## config.mk

```make
export PLATFORM = sky130hd
export DESIGN_NAME = ram_arbiter
export DESIGN_NICKNAME = d
export VERILOG_FILES = /design/src/rtl/ram_arbiter.sv
export SDC_FILE = /design/constraint.sdc
export NUM_CORES = 1
export LEC_CHECK = 0
export BUFFER_PORTS_ARGS = -buffer_cell sky130_fd_sc_hd__buf_4
export CORE_AREA = 2 2 95 97
export CTS_BUF_LIST = sky130_fd_sc_hd__clkbuf_8
export CTS_CLUSTER_DIAMETER = 30
export CTS_CLUSTER_SIZE = 20
export DETAILED_ROUTE_END_ITERATION = 16
export DIE_AREA = 0 0 97 99
export PLACE_DENSITY = 0.81
export SLEW_MARGIN = 20
export SYNTH_ARGS = -nofsm -noshare
export SYNTH_HDL_FRONTEND = slang
export SYNTH_SLANG_ARGS = --single-unit
```

## constraint.sdc

```tcl
create_clock -name clk -period 2.03 [get_ports clk]
set_input_delay 0.3045 -clock clk [delete_from_list [all_inputs] [get_ports clk]]
set_output_delay 0.3045 -clock clk [all_outputs]
set_load 0.05 [all_outputs]
```

## src/rtl/ram_arbiter.sv

```systemverilog
// ram_arbiter: two-port round-robin arbiter/sequencer in front of the byte-addressed data RAM.
// Define RAM_ARB_CPU_PRIO_EN for fixed priority to port 0 (port 1 may starve).
module ram_arbiter #(
    parameter int ADDR_W = 12,
    parameter int DATA_W = 32
) (
    input  logic              clk,
    input  logic              clr_n,
    input  logic              p0_req,
    input  logic              p0_we,
    input  logic [1:0]        p0_mode,
    input  logic [ADDR_W-1:0] p0_addr,
    input  logic [DATA_W-1:0] p0_wdata,
    output logic              p0_ack,
    output logic              p0_err,
    output logic [DATA_W-1:0] p0_rdata,
    input  logic              p1_req,
    input  logic              p1_we,
    input  logic [1:0]        p1_mode,
    input  logic [ADDR_W-1:0] p1_addr,
    input  logic [DATA_W-1:0] p1_wdata,
    output logic              p1_ack,
    output logic              p1_err,
    output logic [DATA_W-1:0] p1_rdata,
    output logic [ADDR_W-1:0] ram_addr,
    output logic [DATA_W-1:0] ram_din,
    output logic [1:0]        ram_mode,
    output logic              ram_we,
    output logic              ram_sel,
    input  logic [DATA_W-1:0] ram_dout,
    output logic              busy,
    output logic              owner
);
    typedef enum logic [1:0] {IDLE, ACCESS, DONE} state_t;
    state_t state, next;
    logic last, winner, any_req, grant, in_access, illegal;
    logic cur_we;
    logic [1:0] cur_mode;
    logic [ADDR_W-1:0] cur_addr;
    logic [DATA_W-1:0] cur_wdata, rd;

    always_comb begin
        any_req = p0_req | p1_req;
`ifdef RAM_ARB_CPU_PRIO_EN
        winner = ~p0_req;
`else
        winner = (p0_req & p1_req) ? ~last : p1_req;
`endif
        grant = (state == IDLE || state == DONE) && any_req;
    end

    always_ff @(posedge clk or negedge clr_n) begin
        if (!clr_n) begin
            state <= IDLE;
            owner <= 1'b1;
            last  <= 1'b1;
        end else begin
            state <= next;
            if (grant) begin
                owner <= winner;
                last  <= winner;
            end
        end
    end

    always_comb begin
        next = (state == ACCESS) ? DONE : (grant ? ACCESS : IDLE);
    end

    always_comb begin
        cur_we    = owner ? p1_we    : p0_we;
        cur_mode  = owner ? p1_mode  : p0_mode;
        cur_addr  = owner ? p1_addr  : p0_addr;
        cur_wdata = owner ? p1_wdata : p0_wdata;
        illegal   = (cur_mode == 2'b11) || (cur_mode == 2'b10 && cur_addr[1:0] != 2'b00) ||
                    (cur_mode == 2'b01 && cur_addr[0]);
        in_access = state == ACCESS;
        ram_sel   = in_access & ~illegal;
        ram_we    = ram_sel & cur_we;
        ram_addr  = in_access ? cur_addr : '0;
        ram_din   = in_access ? cur_wdata : '0;
        ram_mode  = in_access ? cur_mode : 2'b00;
        busy      = state != IDLE;
        rd        = (ram_sel && !cur_we) ? ram_dout : '0;
    end

    // Completion is registered on the ACCESS edge so ack lines up with the DONE cycle.
    always_ff @(posedge clk or negedge clr_n) begin
        if (!clr_n) begin
            p0_ack   <= 1'b0;
            p0_err   <= 1'b0;
            p0_rdata <= '0;
            p1_ack   <= 1'b0;
            p1_err   <= 1'b0;
            p1_rdata <= '0;
        end else begin
            p0_ack <= in_access & ~owner;
            p0_err <= in_access & ~owner & illegal;
            p1_ack <= in_access & owner;
            p1_err <= in_access & owner & illegal;
            if (in_access && !owner) p0_rdata <= rd;
            if (in_access && owner) p1_rdata <= rd;
        end
    end
endmodule

```

## After elaboration in Yosys (flattened, before gate mapping)

Cells that the tools add are included.

| cells by class | value |
|---|---|
| equality and inequality tests | 5 |
| multiplexer cells | 11 |
| bitwise logic cells | 10 |
| reductions and logical operators | 14 |

Operators by type and width:

| kind | number |
|---|---|
| 32-bit two-way mux | 3 |
| 12-bit two-way mux | 2 |
| 1-bit AND | 7 |
| 2-bit equality test (second input constant) | 3 |
| 1-bit logical AND | 6 |
| 2-bit two-way mux | 3 |
| 2-bit by 1-bit equality test with 1-bit output (second input constant) | 2 |
| 2-bit nonzero test | 2 |
| 1-bit logical OR | 3 |
| 1-bit two-way mux | 3 |
| 1-bit zero test | 2 |
| 2-bit zero test | 1 |
| 1-bit inverter | 2 |
| 1-bit OR | 1 |

| storage, ports and cells | value |
|---|---|
| bits in registers | 71 |
| input bits | 130 |
| output and inout bits | 118 |

## Depth between registers and ports, before layout

Gate-level depths: netlist (run 1).

| logic depth | value |
|---|---|
| depth in word-level cells | 9 |
| mapped depth | 7 |

## Worst setup path before layout (run 1)

No wires, ideal clock.

| timing | value |
|---|---|
| path kind | register to output |
| start | reg, netlist name last |
| end | out ram_we |
| arrival | 2.419 ns |
| slack | -0.693 ns |
| cell stages (with the launch flop) | 6 |
| path buffers | 1 |
| cells stage by stage | dfstp_2 -> buf_6 -> nor4b_2 -> nor2_2 -> and2_1 -> nor3_1 |

RTL lines:

| element | line | RTL |
|---|---|---|
| end: declaration | 28 | `output logic ram_we,` |

==> results.md, run 1 <==
- The flow ran to the end, but the final reports show violations.
- The checks that failed: negative setup slack.
- The area of the die is 9600 µm².
- The cell taking the most area after synthesis is sky130_fd_sc_hd__dfrtp_1.
- OpenSTA, run right after detailed placement, puts the worst setup slack at 0.203 ns.
- The global-route wire length before repair is 18300 µm.
- The setup TNS after final layout is -0.0757 ns.
- The number of buffers inserted during clock tree synthesis is 9.
- The min-delay analysis places its worst path in the category in -> reg.
- Synthesis produced a netlist with a net count of 409.
- After technology mapping, the gate count stands at 279.
- The global-route total usage across every layer is 24.1%.
- The pre-antenna-repair detailed-routing pass consisted of 4 iterations.
- The layout has 600 filler cells.
- In this run the tool buffered the top-level ports with 247 buffer cells.
- The signal arrival time at the worst endpoint is 1.75 ns.
- The timing endpoint of the critical path is ram_din[16].
- By area the synthesized netlist is led by sky130_fd_sc_hd__dfrtp_1 (53%), sky130_fd_sc_hd__a22o_1 (17%), sky130_fd_sc_hd__mux2i_1 (14%), sky130_fd_sc_hd__nor2_1 (5.8%), sky130_fd_sc_hd__buf_6 (2.4%).
- The worst register-to-register path begins at last.
- In the synthesized netlist the async set-or-reset flop fraction comes to 100%.
- The family with the most delay on the worst path is flip-flops.
- The clock tree from TritonCTS is done.
- For this run, the slowest stage of the critical path takes 0.59 ns.
- Headroom to the max-slew limit came out at 72.2%.
- Combinational logic burns 56.9% of the power.
- Once the floorplan was initialized, standard cells occupied 38.8% of the core.
- The routed length on met1 is 4370 µm.
- The per-cell via count in the routed design is 5.29.
- The final cycle utilization of the critical path is 101%.
- The number of hold-slack violations in the final timing report is 0.
- The commonest cells after synthesis are sky130_fd_sc_hd__dfrtp_1 (70), sky130_fd_sc_hd__a22o_1 (64), sky130_fd_sc_hd__nor2_1 (51), sky130_fd_sc_hd__mux2i_1 (47), sky130_fd_sc_hd__clkbuf_1 (12).
- After the flow finishes, the layout carries non-filler instances totaling 643.
- Clock skew on the completed layout was measured at 0.00474 ns.
- Routed signal wires occupy layers up through met4.
- The synthesized design devotes to its leading area cell type 52.8% of total area.
- In this run the critical register-to-register path is captured at p1_rdata[13].
- Including well taps, the total number of placed cells is 623.
- The starting DRC count in detailed routing is 136.
- In this run the register-to-register setup slack is 0.27 ns.
- The share of final-layout standard cells stronger than drive strength 1 is 67.9%.
- CTS saw 71 sinks.
- VDD sags by at most 0.525 mV.
- The cell with the largest stage delay on the worst path is sky130_fd_sc_hd__dfstp_2.
- The power density over cell area is 1240 nW/µm².
- Of all nets on the critical path, the largest fanout is 16.
- The count of inserted antenna diode cells is 0.
- The layout net count is 660.
- The global-route congestion overflow total is 0.
- The cell count of the worst reg-to-reg path is 6.
- The leakage power is 3.12 nW.
- The weighted congestion at the end of routability-driven global placement is 0.909.
- Data on the critical path is required at its endpoint by 1.73 ns.
- For this block, the routed nets add up to 12200 µm of wire.
- The count of H-tree levels built during CTS is 3.
- The most used flip-flop cell after synthesis is sky130_fd_sc_hd__dfrtp_1.
- Together, buffers and inverters on the worst path number 3.
- 248 I/O pins were placed.
- The synthesized area per cell is 11.9 µm².
- The number of warnings issued by yosys is 0.
- The number of maximum-capacitance violations is 0.
- The maximum number of pins on one net before global-route repair is 44.
- The DRC violations left is 0.
- The clock network accounts for 16.8% of the total power.
- The setup slack of the critical path after layout is -0.0222 ns.
- In this run the remaining antenna-violating nets after routing total 0.
- The number of distinct standard cells referenced by the synthesized netlist is 23.
- Derived from the worst setup path, the maximum achievable clock frequency is 487 MHz.
- The insertion delay of the later-clocked pin in the worst-skew pair is 0.33 ns.
- The number of global-route vias before repair came to 3536.
- The clock-pin transition on the worst setup and hold timing paths is 0.07 ns.
- The number of antenna violations at the first check in global routing is 0.
- After detailed routing, the met3 layer carries 1160 µm of wire.
- Row generation in the floorplan step produced 34 rows.
- Setup repair after global routing could not meet its margin everywhere.
- The post-synthesis cell area is 3320 µm².
- The width of the chip is 97 µm.
- The tree is rooted in a sky130_fd_sc_hd__clkbuf_8.
- The launch point of the critical path is last.
- The half-perimeter wire length of the detailed placement result is 8740 µm.
- The most common cell in the netlist is sky130_fd_sc_hd__dfrtp_1.
- The routed wirelength normalized by instance count is 19.0 µm.
- The layout overhead on the synthesized area is 83.8%.
- The worst setup path is launched from a register.
- The vertical die dimension is 99 µm.
- The largest buffer count on any clock path is 2.
- The share of total power dissipated in sequential elements is 26.3%.
- For the finished layout, the period the worst path requires is 2.05 ns.
- The switching power is 3.48 mW.
- Counting flops with a built-in enable in the synthesized netlist gives 0.
- The class of the most critical setup path is reg -> out.
- The length of routed met2 wiring is 6320 µm.
- The area of the core region is 8550 µm².
- Cell internal power was estimated by the tool at 4.09 mW.
- The register bit total from synthesis is 71.
- The critical path capture point type is an output pin.
- The via count is 3399.
- The critical path crosses 5 cells after its start point.
- Of the synthesized area, sequential elements account for 53.6%.
- The count of pins over their slew limit was 0.
- The total of endpoints with negative setup slack in the final report is 8.
- For the pin with the worst max-slew slack, the measured transition is 0.417 ns.
- Of the total power, the share spent switching nets is 45.9%.
- Walking the worst path, the cells encountered are buf_12 > buf_16 > mux2i_1 > nor2_2 > buf_6.
[cell type report]
type	instances	area, µm²	share of cell area, %
inverters	5	18.8	0.308
flip-flops and latches	71	1780	29.1
clock inverters	6	92.6	1.52
well taps	108	135	2.21
clock buffers	10	138	2.26
repair buffers	264	2220	36.4
multi-input cells	179	1720	28.2
[routing by layer]
| metal | global-route usage (%) | vias to the layer above |
|---|---|---|
| li1 | - | 1513 |
| met3 | 7.80 | 26 |
| met5 | 0 | - |
| met2 | 42.1 | 216 |
| met1 | 27.9 | 1644 |
| met4 | 8.78 | 0 |
[what timing repair did]
item	CTS	global route
buffers inserted	1	0
gates resized for setup	38	32
endpoints found under the setup margin	43	45
pin swaps	0	3
hold buffers	1	0
hold endpoints to repair	28	0
gates cloned	1	1
[sequential cells by signal, indices dropped and copies added (netlist names)]
name      count
p1_ack        1
p0_rdata     32
p1_rdata     32
state         2
p0_ack        1
last          1
p1_err        1
p0_err        1
[how the worst min path moves through the flow]
stage	start	endpoint	cells past startpoint
2_1_floorplan	clr_n	p0_ack	0
4_1_cts	p0_req	last	2
5_1_grt	p0_req	last	2
3_5_place_dp	clr_n	p0_rdata[17]	1
6_report	p0_req	last	2
3_3_place_gp	clr_n	p0_rdata[17]	1
[placed cells by master (no fill, tap or decap), types with 6 or more instances in the layout]
cell                         n
sky130_fd_sc_hd__mux2i_2    18
sky130_fd_sc_hd__dfrtp_1    70
sky130_fd_sc_hd__buf_6      31
sky130_fd_sc_hd__buf_4     224
sky130_fd_sc_hd__nor2_4      9
sky130_fd_sc_hd__a22o_1     64
sky130_fd_sc_hd__mux2i_1    23
sky130_fd_sc_hd__mux2i_4     6
sky130_fd_sc_hd__clkbuf_8   10
sky130_fd_sc_hd__nor2_2     39
[kinds of logic after synthesis]
family,share of synthesized area [%]
AOI/OAI and AO/OA,19.2
muxes,14.2
buffers and inverters,5.05
and+or+nand+nor,8.03
DFF,53.6
[power groups by stage]
stage,Combinational (mW),Clock [mW],Sequential (mW)
6_report,4.31,1.27,1.99
5_1_grt,4.46,1.37,2.03
4_1_cts,4.15,1.30,1.98
3_5_place_dp,3.97,0,2.01
3_3_place_gp,3.93,0,1.99
2_1_floorplan,1.49,0,3.19
[stage by stage]
step	instance area, µm²	hold slack, ns	util, %	total power, mW
after CTS	5920	0.136	69.3	7.43
final	6100	0.148	71.3	7.57
after floorplan	3500	0.00891	-	4.68
after detailed placement	5500	0.253	64.3	5.98
after global routing	6100	0.141	71.3	7.86
after global placement	5500	0.242	64.3	5.91
(Power assumes the default switching activity.)
==> inputs of run 2 (changes only) <==
==> config.mk (replaced) <==
export PLATFORM = sky130hd
export DESIGN_NAME = ram_arbiter
export DESIGN_NICKNAME = d
export VERILOG_FILES = /design/src/rtl/ram_arbiter.sv
export SDC_FILE = /design/constraint.sdc
export NUM_CORES = 1
export LEC_CHECK = 0
export CORE_MARGIN = 2
export CORE_UTILIZATION = 35
export CTS_BUF_LIST = sky130_fd_sc_hd__clkbuf_8
export CTS_CLUSTER_DIAMETER = 30
export CTS_CLUSTER_SIZE = 20
export DETAILED_ROUTE_END_ITERATION = 16
export DONT_BUFFER_PORTS = 1
export PLACE_DENSITY = 0.52
export SLEW_MARGIN = 20
export SYNTH_ARGS = -nofsm -noshare
export SYNTH_HDL_FRONTEND = slang
export SYNTH_SLANG_ARGS = --single-unit
==> run 2 against run 1 <==
The flow still finishes with violations (negative setup slack). Clock power fell by 3%. Total power fell by 9.1%. Global-route usage fell by 5.8 points.
==> results.md, run 2 (same netlist as run 1, synthesis figures left out) <==
- The run finished, with violations left.
- The final reports fail on negative setup slack.
- The setup slack of the critical path after layout is -0.0473 ns.
- For the worst setup path, the data arrival time is 1.77 ns.
- Detailed routing inserted a total of 2538 vias.
- The per-cell via count in the routed design is 5.45.
- The maximum number of pins on one net before global-route repair is 72.
- For this design, the sink count on the clock tree is 71.
- The top achievable clock speed is 481 MHz.
- The area of the die is 10300 µm².
- The layout overhead on the synthesized area is 51.8%.
- The cell row count is 35.
- The number of buffers inserted during clock tree synthesis is 9.
- The number of global-route vias before repair is 2601.
- Setup repair after global routing could not meet its margin everywhere.
- VDD sags by at most 0.460 mV.
- After detailed routing, the total wire length is 10100 µm.
- The clock reaches the later pin of the worst-skew pair after 0.33 ns.
- Counting I/O delays and the setup requirement, the final critical path takes 2.08 ns.
- Dividing the detail-routed wire length by the instance count gives 21.6 µm.
- The H-tree was split into 3 levels.
- The worst setup path is launched from a register.
- Summed over all layers, the global routing overflow is 0.
- The final cycle utilization of the critical path is 102%.
- Summing all multi-input logic gate instances after layout gives 1630 µm².
- The utilization of the core after routing is 54.5%.
- The first global-routing pass estimated 14400 µm of wire.
- The number of hold-slack violations in the final timing report came to 0.
- In the final layout, the registers with the most flip-flops are p0_rdata: 32 flops, p1_rdata: 32 flops, state: 2 flops.
- The stage delay of the slowest cell on the critical path is 0.67 ns.
- The worst pin sits at a relative slew slack of 64.7%.
- The detailed router finished its first iteration with 64 violations.
- At the end of routability-driven placement, the weighted congestion stood at 0.746.
- Setup violations remaining at the end of the flow were counted as 19.
- In this run the standard cell core region covers 9240 µm².
- Together, buffers and inverters on the worst path number 2.
- The sequential share of power is 47.1%.
- In this run, the clock network consumes 17.9% of the power.
- TritonCTS built the clock tree.
- The most common library cell in the layout ignoring fill and taps is sky130_fd_sc_hd__dfrtp_1.
- Detailed placement ended at an HPWL of 7380 µm.
- The critical register-to-register path startpoint is last.
- The worst register-to-register path ends at p0_rdata[29].
- The number of maximum-capacitance violations is 0.
- The critical-path maximum fanout is 18.
- The required time of the worst setup path is 1.73 ns.
- The critical path crosses 4 cells after its start point.
- The flop-to-flop setup slack is 0.13 ns.
- The class of the most critical setup path is reg -> out.
- The number of detailed-routing iterations run before antenna repair is 4.
- The number of antenna violations at the first check in global routing is 0.
- The switching power is 3.30 mW.
- The number of placed I/O pins is 248.
- The initial core utilization is 35.9%.
- The part of the power in combinational logic is 35.0%.
- Dividing total power by cell area gives a power density of 1370 nW/µm².
- The area used by sequential logic in the layout is 1780 µm².
- The launch point of the critical path is last.
- The count of inserted antenna diode cells is 0.
- The kind of cell with the highest combined delay along the critical path is flip-flops.
- The cell with the largest stage delay on the worst path is sky130_fd_sc_hd__dfstp_4.
- The number of cells on the worst reg-to-reg path is 7.
- The layout net count is 462.
- In the global route stage, overall resource usage came out at 18.3%.
- The instance count along the most critical hold path is 1.
- The tree is rooted in a sky130_fd_sc_hd__clkbuf_8.
- The clock arrives with 0.00747 ns of skew.
- The leakage power is 2.28 nW.
- The critical path goes through buf_8 > mux2i_2 > nor3_4 > buf_12.
- The most critical setup path has its endpoint at ram_we.
- The count of pins over their slew limit is 0.
- Of the total power, the share spent switching nets is 47.9%.
- The largest buffer count on any clock path is 2.
- The number of antenna-violating nets in the routed design is 0.
- Counting the fill cells in the layout gives 773.
- The path class of the tightest hold or removal check is in -> reg.
- The width of the chip is 101 µm.
- The internal power of the cells is 3.59 mW.
- Port buffering added 0 buffers.
- In the routed design, unresolved DRC markers number 0.
- For the pin with the worst max-slew slack, the measured transition is 0.529 ns.
- The vertical die dimension is 101 µm.
- Power comes to 6.89 mW.
- The share of final-layout standard cells stronger than drive strength 1 is 45.4%.
- In the layout the commonest cells are sky130_fd_sc_hd__dfrtp_1 (70), sky130_fd_sc_hd__a22o_1 (64), sky130_fd_sc_hd__buf_12 (53).
- The critical path capture point type is an output pin.
- The clock-pin transition on the worst setup and hold timing paths is 0.07 ns.
-- run 2: per-stage QoR --
stage / setup TNS [ns] / hold WS (ns) / area [µm²] / setup slack, ns / std cells
after floorplan: -0.200 / 0.00891 / 3500 / -0.125 / 279
after global placement: 0 / 0.0102 / 4630 / 0.226 / 444
after detailed placement: 0 / 0.0103 / 4630 / 0.173 / 444
after CTS: -0.908 / 0.0202 / 4960 / -0.0556 / 463
after global routing: -3.43 / 0.0169 / 5040 / -0.144 / 466
final: -0.257 / 0.0397 / 5040 / -0.0473 / 466
-- run 2: how the worst min path moves through the flow --
stage                   to   start
3_3_place_gp   p1_rdata[8]   clr_n
5_1_grt               last  p0_req
6_report              last  p0_req
2_1_floorplan       p0_ack   clr_n
4_1_cts               last  p0_req
3_5_place_dp   p1_rdata[8]   clr_n
-- run 2: metal layers --
metal / part of all wire, % / GRT usage, %
met5: 0 / 0
met4: 0.60 / 4.68
met3: 10 / 7.38
met2: 54 / 32.4
met1: 35 / 20.7
-- run 2: layout make-up --
class / instances / area share (%)
inverters: 5 / 0.372
clock inverters: 7 / 1.94
clock buffers: 9 / 2.46
well taps: 129 / 3.20
flip-flops and latches: 71 / 35.4
repair buffers: 66 / 24.4
multi-input cells: 179 / 32.3
-- run 2: power by group through the flow --
stage	Combinational (mW)	Sequential (mW)	Clock [mW]
3_5_place_dp	2.31	3.27	0
5_1_grt	2.53	3.29	1.34
6_report	2.41	3.25	1.23
4_1_cts	2.41	3.25	1.26
3_3_place_gp	2.28	3.27	0
2_1_floorplan	1.49	3.19	0
-- run 2: what timing repair did --
| action | CTS | global route |
|---|---|---|
| resized for setup | 15 | 5 |
| buffers inserted | 1 | 2 |
| cloned | 0 | 2 |
| hold buffers | 2 | 0 |
| pin swaps | 2 | 2 |
| endpoints found under the hold margin | 71 | 0 |
| setup endpoints to repair | 25 | 104 |
-- run 2: worst reg2reg max path: stages (launching register included) --
cell and delay, ns:
sky130_fd_sc_hd__dfstp_4 0.67, sky130_fd_sc_hd__nor4b_4 0.23, sky130_fd_sc_hd__nor2_2 0.06, sky130_fd_sc_hd__buf_4 0.16, sky130_fd_sc_hd__a211oi_4 0.23, sky130_fd_sc_hd__buf_4 0.18
sky130_fd_sc_hd__clkbuf_16 0.18, sky130_fd_sc_hd__a22o_1 0.14
